`src/rtl/cv_copy_coord_if.sv`:
```
// Load/step handshake between the CV copy-state sequencer and the coordinate
// generator, plus the flags and VRAM word addresses flowing back.
interface cv_copy_coord_if #(
   parameter int XW = 10,
   parameter int YW = 9
);
   logic                 i_load;
   logic [XW-1:0]        i_srcX;
   logic [YW-1:0]        i_srcY;
   logic [XW-1:0]        i_dstX;
   logic [YW-1:0]        i_dstY;
   logic [XW:0]          i_width;
   logic [YW:0]          i_height;
   logic [2:0]           i_nextX;
   logic [2:0]           i_nextY;
   logic                 i_exit;

   logic                 o_active;
   logic                 o_isWidthNot1;
   logic                 o_xb_0;
   logic                 o_wb_0;
   logic                 o_currPairIsLineLast;
   logic                 o_nextPairIsLineLast;
   logic                 o_endVertical;
   logic [XW+YW-2:0]     o_srcAddr;
   logic [XW+YW-2:0]     o_dstAddr;

   modport master (
      output i_load, i_srcX, i_srcY, i_dstX, i_dstY, i_width, i_height,
             i_nextX, i_nextY, i_exit,
      input  o_active, o_isWidthNot1, o_xb_0, o_wb_0, o_currPairIsLineLast,
             o_nextPairIsLineLast, o_endVertical, o_srcAddr, o_dstAddr
   );

   modport slave (
      input  i_load, i_srcX, i_srcY, i_dstX, i_dstY, i_width, i_height,
             i_nextX, i_nextY, i_exit,
      output o_active, o_isWidthNot1, o_xb_0, o_wb_0, o_currPairIsLineLast,
             o_nextPairIsLineLast, o_endVertical, o_srcAddr, o_dstAddr
   );
endinterface

```
`src/rtl/cv_copy_coord.sv`:
```
// Coordinate/bounds generator for VRAM-to-VRAM copies: latches the rectangle,
// walks 32-bit pixel pairs and lines under sequencer control, emits addresses.
module cv_copy_coord #(
   parameter int XW = 10,
   parameter int YW = 9
) (
   input  logic              clk,
   input  logic              rst,
   cv_copy_coord_if.slave    bus
);
   localparam logic [2:0] X_NEXT  = 3'd1;
   localparam logic [2:0] X_START = 3'd6;
   localparam logic [2:0] Y_NEXT  = 3'd4;
   localparam logic [2:0] Y_ZERO  = 3'd6;

   // Bounds are kept as "last index" (P-1, H-1) so zeroed state reads as a
   // one-pair, one-line rectangle and the last-flags rest at 1.
   typedef struct packed {
      logic [XW-1:0] src_x;
      logic [YW-1:0] src_y;
      logic [XW-1:0] dst_x;
      logic [YW-1:0] dst_y;
      logic [XW-1:0] pair_last;
      logic [YW-1:0] line_last;
      logic          xb_0;
      logic          wb_0;
      logic          w_not1;
   } rect_t;

   rect_t          rect_q, rect_d;
   logic           active_q, active_d;
   logic [XW-1:0]  pair_q, pair_d;
   logic [YW-1:0]  line_q, line_d;

   logic [XW:0]    w_dec;
   logic [YW:0]    h_dec;
   logic [XW-1:0]  w_m1;
   logic [XW:0]    p_sum;

   // Effective W-1 / H-1 wrap a raw 0 to the full VRAM extent.
   always_comb begin
      w_dec = bus.i_width - (XW+1)'(1);
      h_dec = bus.i_height - (YW+1)'(1);
      w_m1  = w_dec[XW-1:0];
      p_sum = {1'b0, w_m1} + {{XW{1'b0}}, bus.i_srcX[0]};
   end

   always_comb begin
      rect_d   = rect_q;
      active_d = active_q;
      pair_d   = pair_q;
      line_d   = line_q;
      if (bus.i_load) begin
         rect_d.src_x     = bus.i_srcX;
         rect_d.src_y     = bus.i_srcY;
         rect_d.dst_x     = bus.i_dstX;
         rect_d.dst_y     = bus.i_dstY;
         rect_d.pair_last = p_sum[XW:1];
         rect_d.line_last = h_dec[YW-1:0];
         rect_d.xb_0      = bus.i_srcX[0];
         rect_d.wb_0      = ~w_m1[0];
         rect_d.w_not1    = (w_m1 != '0);
         active_d         = 1'b1;
         pair_d           = '0;
         line_d           = '0;
      end else begin
         if (bus.i_exit) active_d = 1'b0;
         if (active_q) begin
            if (bus.i_nextX == X_NEXT)       pair_d = pair_q + XW'(1);
            else if (bus.i_nextX == X_START) pair_d = '0;
            if (bus.i_nextY == Y_NEXT) line_d = line_q + YW'(1);
            else if (bus.i_nextY == Y_ZERO) begin
               line_d = '0;
               pair_d = '0;
            end
         end
      end
   end

   always_ff @(posedge clk) begin
      if (rst) begin
         rect_q   <= '0;
         active_q <= 1'b0;
         pair_q   <= '0;
         line_q   <= '0;
      end else begin
         rect_q   <= rect_d;
         active_q <= active_d;
         pair_q   <= pair_d;
         line_q   <= line_d;
      end
   end

   logic [XW-1:0] src_pair, dst_pair;
   logic [YW-1:0] src_line, dst_line;

   always_comb begin
      src_pair = {1'b0, rect_q.src_x[XW-1:1]} + pair_q;
      dst_pair = {1'b0, rect_q.dst_x[XW-1:1]} + pair_q;
      src_line = rect_q.src_y + line_q;
      dst_line = rect_q.dst_y + line_q;

      bus.o_active             = active_q;
      bus.o_isWidthNot1        = rect_q.w_not1;
      bus.o_xb_0               = rect_q.xb_0;
      bus.o_wb_0               = rect_q.wb_0;
      bus.o_currPairIsLineLast = (pair_q == rect_q.pair_last);
      bus.o_nextPairIsLineLast = (rect_q.pair_last != '0) &&
                                 (pair_q == rect_q.pair_last - XW'(1));
      bus.o_endVertical        = (line_q == rect_q.line_last);
      bus.o_srcAddr            = {src_line, src_pair[XW-2:0]};
      bus.o_dstAddr            = {dst_line, dst_pair[XW-2:0]};
   end
endmodule

```
`src/flat_wrapper.sv`:
```
// flat-port wrapper written by rule: the top's interface ports become plain ports
module cv_copy_coord_flat 
#(
   parameter int XW = 10,
   parameter int YW = 9
)
  (clk, rst, bus_i_load, bus_i_srcX, bus_i_srcY, bus_i_dstX, bus_i_dstY, bus_i_width, bus_i_height, bus_i_nextX, bus_i_nextY, bus_i_exit, bus_o_active, bus_o_isWidthNot1, bus_o_xb_0, bus_o_wb_0, bus_o_currPairIsLineLast, bus_o_nextPairIsLineLast, bus_o_endVertical, bus_o_srcAddr, bus_o_dstAddr);
  cv_copy_coord_if #(.XW(XW), .YW(YW)) bus_i ();
  input  logic clk;
  input  logic rst;
  input wire logic [$bits(bus_i.i_load)-1:0] bus_i_load;
  input wire logic [$bits(bus_i.i_srcX)-1:0] bus_i_srcX;
  input wire logic [$bits(bus_i.i_srcY)-1:0] bus_i_srcY;
  input wire logic [$bits(bus_i.i_dstX)-1:0] bus_i_dstX;
  input wire logic [$bits(bus_i.i_dstY)-1:0] bus_i_dstY;
  input wire logic [$bits(bus_i.i_width)-1:0] bus_i_width;
  input wire logic [$bits(bus_i.i_height)-1:0] bus_i_height;
  input wire logic [$bits(bus_i.i_nextX)-1:0] bus_i_nextX;
  input wire logic [$bits(bus_i.i_nextY)-1:0] bus_i_nextY;
  input wire logic [$bits(bus_i.i_exit)-1:0] bus_i_exit;
  output wire logic [$bits(bus_i.o_active)-1:0] bus_o_active;
  output wire logic [$bits(bus_i.o_isWidthNot1)-1:0] bus_o_isWidthNot1;
  output wire logic [$bits(bus_i.o_xb_0)-1:0] bus_o_xb_0;
  output wire logic [$bits(bus_i.o_wb_0)-1:0] bus_o_wb_0;
  output wire logic [$bits(bus_i.o_currPairIsLineLast)-1:0] bus_o_currPairIsLineLast;
  output wire logic [$bits(bus_i.o_nextPairIsLineLast)-1:0] bus_o_nextPairIsLineLast;
  output wire logic [$bits(bus_i.o_endVertical)-1:0] bus_o_endVertical;
  output wire logic [$bits(bus_i.o_srcAddr)-1:0] bus_o_srcAddr;
  output wire logic [$bits(bus_i.o_dstAddr)-1:0] bus_o_dstAddr;
  assign bus_i.i_load = bus_i_load;
  assign bus_i.i_srcX = bus_i_srcX;
  assign bus_i.i_srcY = bus_i_srcY;
  assign bus_i.i_dstX = bus_i_dstX;
  assign bus_i.i_dstY = bus_i_dstY;
  assign bus_i.i_width = bus_i_width;
  assign bus_i.i_height = bus_i_height;
  assign bus_i.i_nextX = bus_i_nextX;
  assign bus_i.i_nextY = bus_i_nextY;
  assign bus_i.i_exit = bus_i_exit;
  assign bus_o_active = bus_i.o_active;
  assign bus_o_isWidthNot1 = bus_i.o_isWidthNot1;
  assign bus_o_xb_0 = bus_i.o_xb_0;
  assign bus_o_wb_0 = bus_i.o_wb_0;
  assign bus_o_currPairIsLineLast = bus_i.o_currPairIsLineLast;
  assign bus_o_nextPairIsLineLast = bus_i.o_nextPairIsLineLast;
  assign bus_o_endVertical = bus_i.o_endVertical;
  assign bus_o_srcAddr = bus_i.o_srcAddr;
  assign bus_o_dstAddr = bus_i.o_dstAddr;
  cv_copy_coord #(.XW(XW), .YW(YW)) u_core (.clk(clk), .rst(rst), .bus(bus_i));
endmodule
```
`config.mk`:
```
export PLATFORM = sky130hd
export DESIGN_NAME = cv_copy_coord_flat
export DESIGN_NICKNAME = d
export VERILOG_FILES = /design/src/rtl/cv_copy_coord_if.sv /design/src/rtl/cv_copy_coord.sv /design/src/flat_wrapper.sv
export SDC_FILE = /design/constraint.sdc
export NUM_CORES = 1
export LEC_CHECK = 0
export CORE_MARGIN = 5
export CORE_UTILIZATION = 40
export DETAILED_ROUTE_END_ITERATION = 10
export PLACE_DENSITY = 0.61
export SYNTH_ARGS = -nofsm -noshare
export SYNTH_HDL_FRONTEND = slang
export SYNTH_SLANG_ARGS = --single-unit
```
`constraint.sdc`:
```
create_clock -name clk -period 6.6 [get_ports clk]
set_input_delay 1.32 -clock clk [delete_from_list [all_inputs] [get_ports clk]]
set_output_delay 1.32 -clock clk [all_outputs]
set_load 0.05 [all_outputs]
```
==> impl_metrics.csv <==
group,metric,value,unit
outcome,status,"finished, final reports clean",
setup_path,reg2reg_slack,4.72,ns
setup_path,cp-endpoint,"bus_o_dstAddr[17]",
route,initialDrtViolationCount,219,
logic_synthesis,synth_top_area_share,30.2,%
logic_synthesis,postSynth.asyncResetShare,0,%
logic_synthesis,ys_seq_area_share,30.2,%
floorplan,die_w,124,um
global_route,grt_max_degree,70,
finish,fin_util,52.9,%
setup_path,reg2reg_to,"u_core.line_q[5]",
pwr,cellLeakagePower,2.73,nW
logic_synthesis,yosysTopAreaCell,"dfxtp_1",
clocking,cts.clk_slew.worst_paths,0.05,ns
logic_synthesis,ys_seq_elements,78,
clocking,clkSinkCount,78,
floorplan,ios,112,
setup_path,endpoint_kind,"output port",
logic_synthesis,syn_area,5170,sq um
clocking,clock_latency,0.34,ns
route,routedWlPerCell,15.0,um
clocking,cts_resized,0,
setup_path,cp_max_fo,7,
timing,tightest_slew,1.14,ns
setup_path,ff2ff_path_depth,4,
logic_synthesis,synth_fp_nets,721,
route,num_vias,4600,
timing,drv_slew,0,
clocking,post_cts.repair.setup_buffers,0,
finish,num_antenna_cells,0,
finish,layout.nets,814,
floorplan,initial_core_util,40.8,%
timing,rsz0062_at_grt,"no",
floorplan,core_area,12700,sq um
logic_synthesis,synth.area.top_cells,"dfxtp_1 30%, ha_1 9.4%, xnor2_1 9.1%",
logic_synthesis,post-synth-top-count-cell,"nor2_1",
timing,finalSetupViolCount,0,
placed_design,dp_hpwl,9.87,mm
logic_synthesis,syn_avg_cell_area,8.49,sq um
finish,drive_above_1_share,3.68,%
timing,fin_crit_sh,70.8,%
timing,hold_viol_final,0,
floorplan,die_h,124,um
logic_synthesis,yosysUniqueCellTypes,55,
timing,period_minus_slack,4.67,ns
global_route,grt_pass1_wl,21.8,mm
timing,fmax,214,MHz
setup_path,r2r_start,"u_core.bus.o_active",
logic_synthesis,ys_warn_count,0,
clocking,cts_hold_buf,0,
pwr,power.density,205,nW/um^2
setup_path,critPathLaunchType,"flop",
global_route,grt_pass1_vias,4612,
pwr,vdd_drop_max,0.114,mV
global_route,gr-usage-all-layers,17.8,%
timing,maxSlewHeadroom,24.3,%
placed_design,gp_congestion,0.837,
clocking,cts_htree_levels,3,
setup_path,crit_start,"u_core.line_q[0]",
logic_synthesis,synth-edff-count,0,
logic_synthesis,synthCells,609,
timing,hold_slack,0.482,ns
route,routed_wl,13.2,mm
job,maxCapViolations,0,
setup_path,critical_path_arrival,3.35,ns
setup_path,setup.worst_path.class,"flop to output port",
route,avgViaCountPerCell,5.23,
timing,setup_tns,0,ns
global_route,grt_overflow,0,
global_route,antenna_found_initial,0,
logic_synthesis,ys.flop_type,"dfxtp_1",
route,drtAntennaViolNets,0,
setup_path,cp.required,5.28,ns
clocking,clockBufferDepth,2,
finish,area_growth,29.6,%
pwr,power,1.38,mW
route,drt-pass1-iter-count,5,
route,drcViolationCount,0,
worst_hold_path,min_path_type,"flop to flop",
placed_design,port_buffers,108,
clocking,cts-root-buf,"clkbuf_16",
clocking,cts_tree,"yes",
timing,fin_skew,0.00683,ns
floorplan,rows,41,
logic_synthesis,synth_common_cells,"91 x nor2_1, 78 x dfxtp_1, 54 x xnor2_1",
clocking,cts_buffers,9,
floorplan,die_area,15300,sq um
-- kinds of logic after synthesis --
group                    share of synthesized area, %
flip-flops                                       30.2
multiplexers                                     8.35
adder cells (fa/ha/maj)                          11.0
XOR/XNOR                                         12.9
buffers and inverters                            3.00
AND/OR/NAND/NOR                                  20.8
AO/OA/AOI/OAI                                    13.8
-- sequential cells by signal, indices dropped and copies added (netlist names) --
register / flops
u_core.bus.o_isWidthNot1: 1
u_core.rect_q: 56
u_core.line_q: 9
u_core.pair_q: 10
u_core.bus.o_active: 1
u_core.bus.o_wb_0: 1
-- cell type report --
class,count,area (sq um)
fill,1236,5970
inverter,13,48.8
multi-input combinational,492,3450
timing repair buffer,108,1070
sequential,78,1560
tap,172,215
clock inverter,3,90.1
clock buffer,13,260
-- critical path, cell delays in order, from the launching register on --
cell and delay [ns]:
dfxtp_1 0.40, ha_1 0.28, fa_1 0.41, a21o_1 0.18, a21oi_1 0.22, o21ai_0 0.16
o41ai_1 0.36, xnor2_1 0.17, clkdlybuf4s50_1 0.82
-- report_power, final --
group | internal (mW) | switching [mW] | leakage [nW]
Clock | 0.390 | 0.192 | 0.170
Sequential | 0.494 | 0.0204 | 0.641
Combinational | 0.126 | 0.153 | 1.92
-- routing by layer --
layer	GRT usage (%)	vias to the layer above	part of all wire (%)
met5	0	-	0
met4	6.57	0	1.6
met3	2.59	13	4.0
met2	31.0	92	48
met1	22.2	2130	46
li1	-	2365	-
-- per-stage QoR --
stage	cells	worst slack, ns	area, sq um
floorplan	609	2.59	5170
global placement	863	2.30	6350
detailed placement	863	2.28	6350
CTS	879	1.89	6700
global route	879	1.70	6700
finish	879	1.93	6700
-- placed cells by master, fill, tap and decap left out, types with 5 or more instances in the layout --
cell,Yosys,routed
a211oi_1,10,10
a21o_1,10,10
a21oi_1,24,24
clkbuf_16,0,9
clkdlybuf4s50_1,0,106
dfxtp_1,78,78
ha_1,39,39
inv_1,13,13
mux2i_1,42,42
nand2_1,39,39
nand2b_1,7,7
nand3_1,11,11
nand3b_1,6,6
nand4_1,9,9
nor2_1,91,91
nor3_1,21,21
o211ai_1,6,6
o21a_1,5,5
o21ai_0,20,20
o22ai_1,6,6
o41ai_1,6,6
or3_1,7,7
xnor2_1,54,54
xor2_1,22,22
-- worst min-delay path by stage --
stage                       from                 to  slack, ns  cells past startpoint
2_1_floorplan  u_core.rect_q[11]  u_core.rect_q[11]       0.45                      2
3_3_place_gp   u_core.rect_q[50]  u_core.rect_q[50]       0.48                      2
3_5_place_dp   u_core.rect_q[11]  u_core.rect_q[11]       0.48                      2
4_1_cts        u_core.rect_q[11]  u_core.rect_q[11]       0.49                      2
5_1_grt         u_core.rect_q[3]   u_core.rect_q[3]       0.50                      2
6_report       u_core.rect_q[11]  u_core.rect_q[11]       0.48                      2
Power figures use the tool's default switching activity.
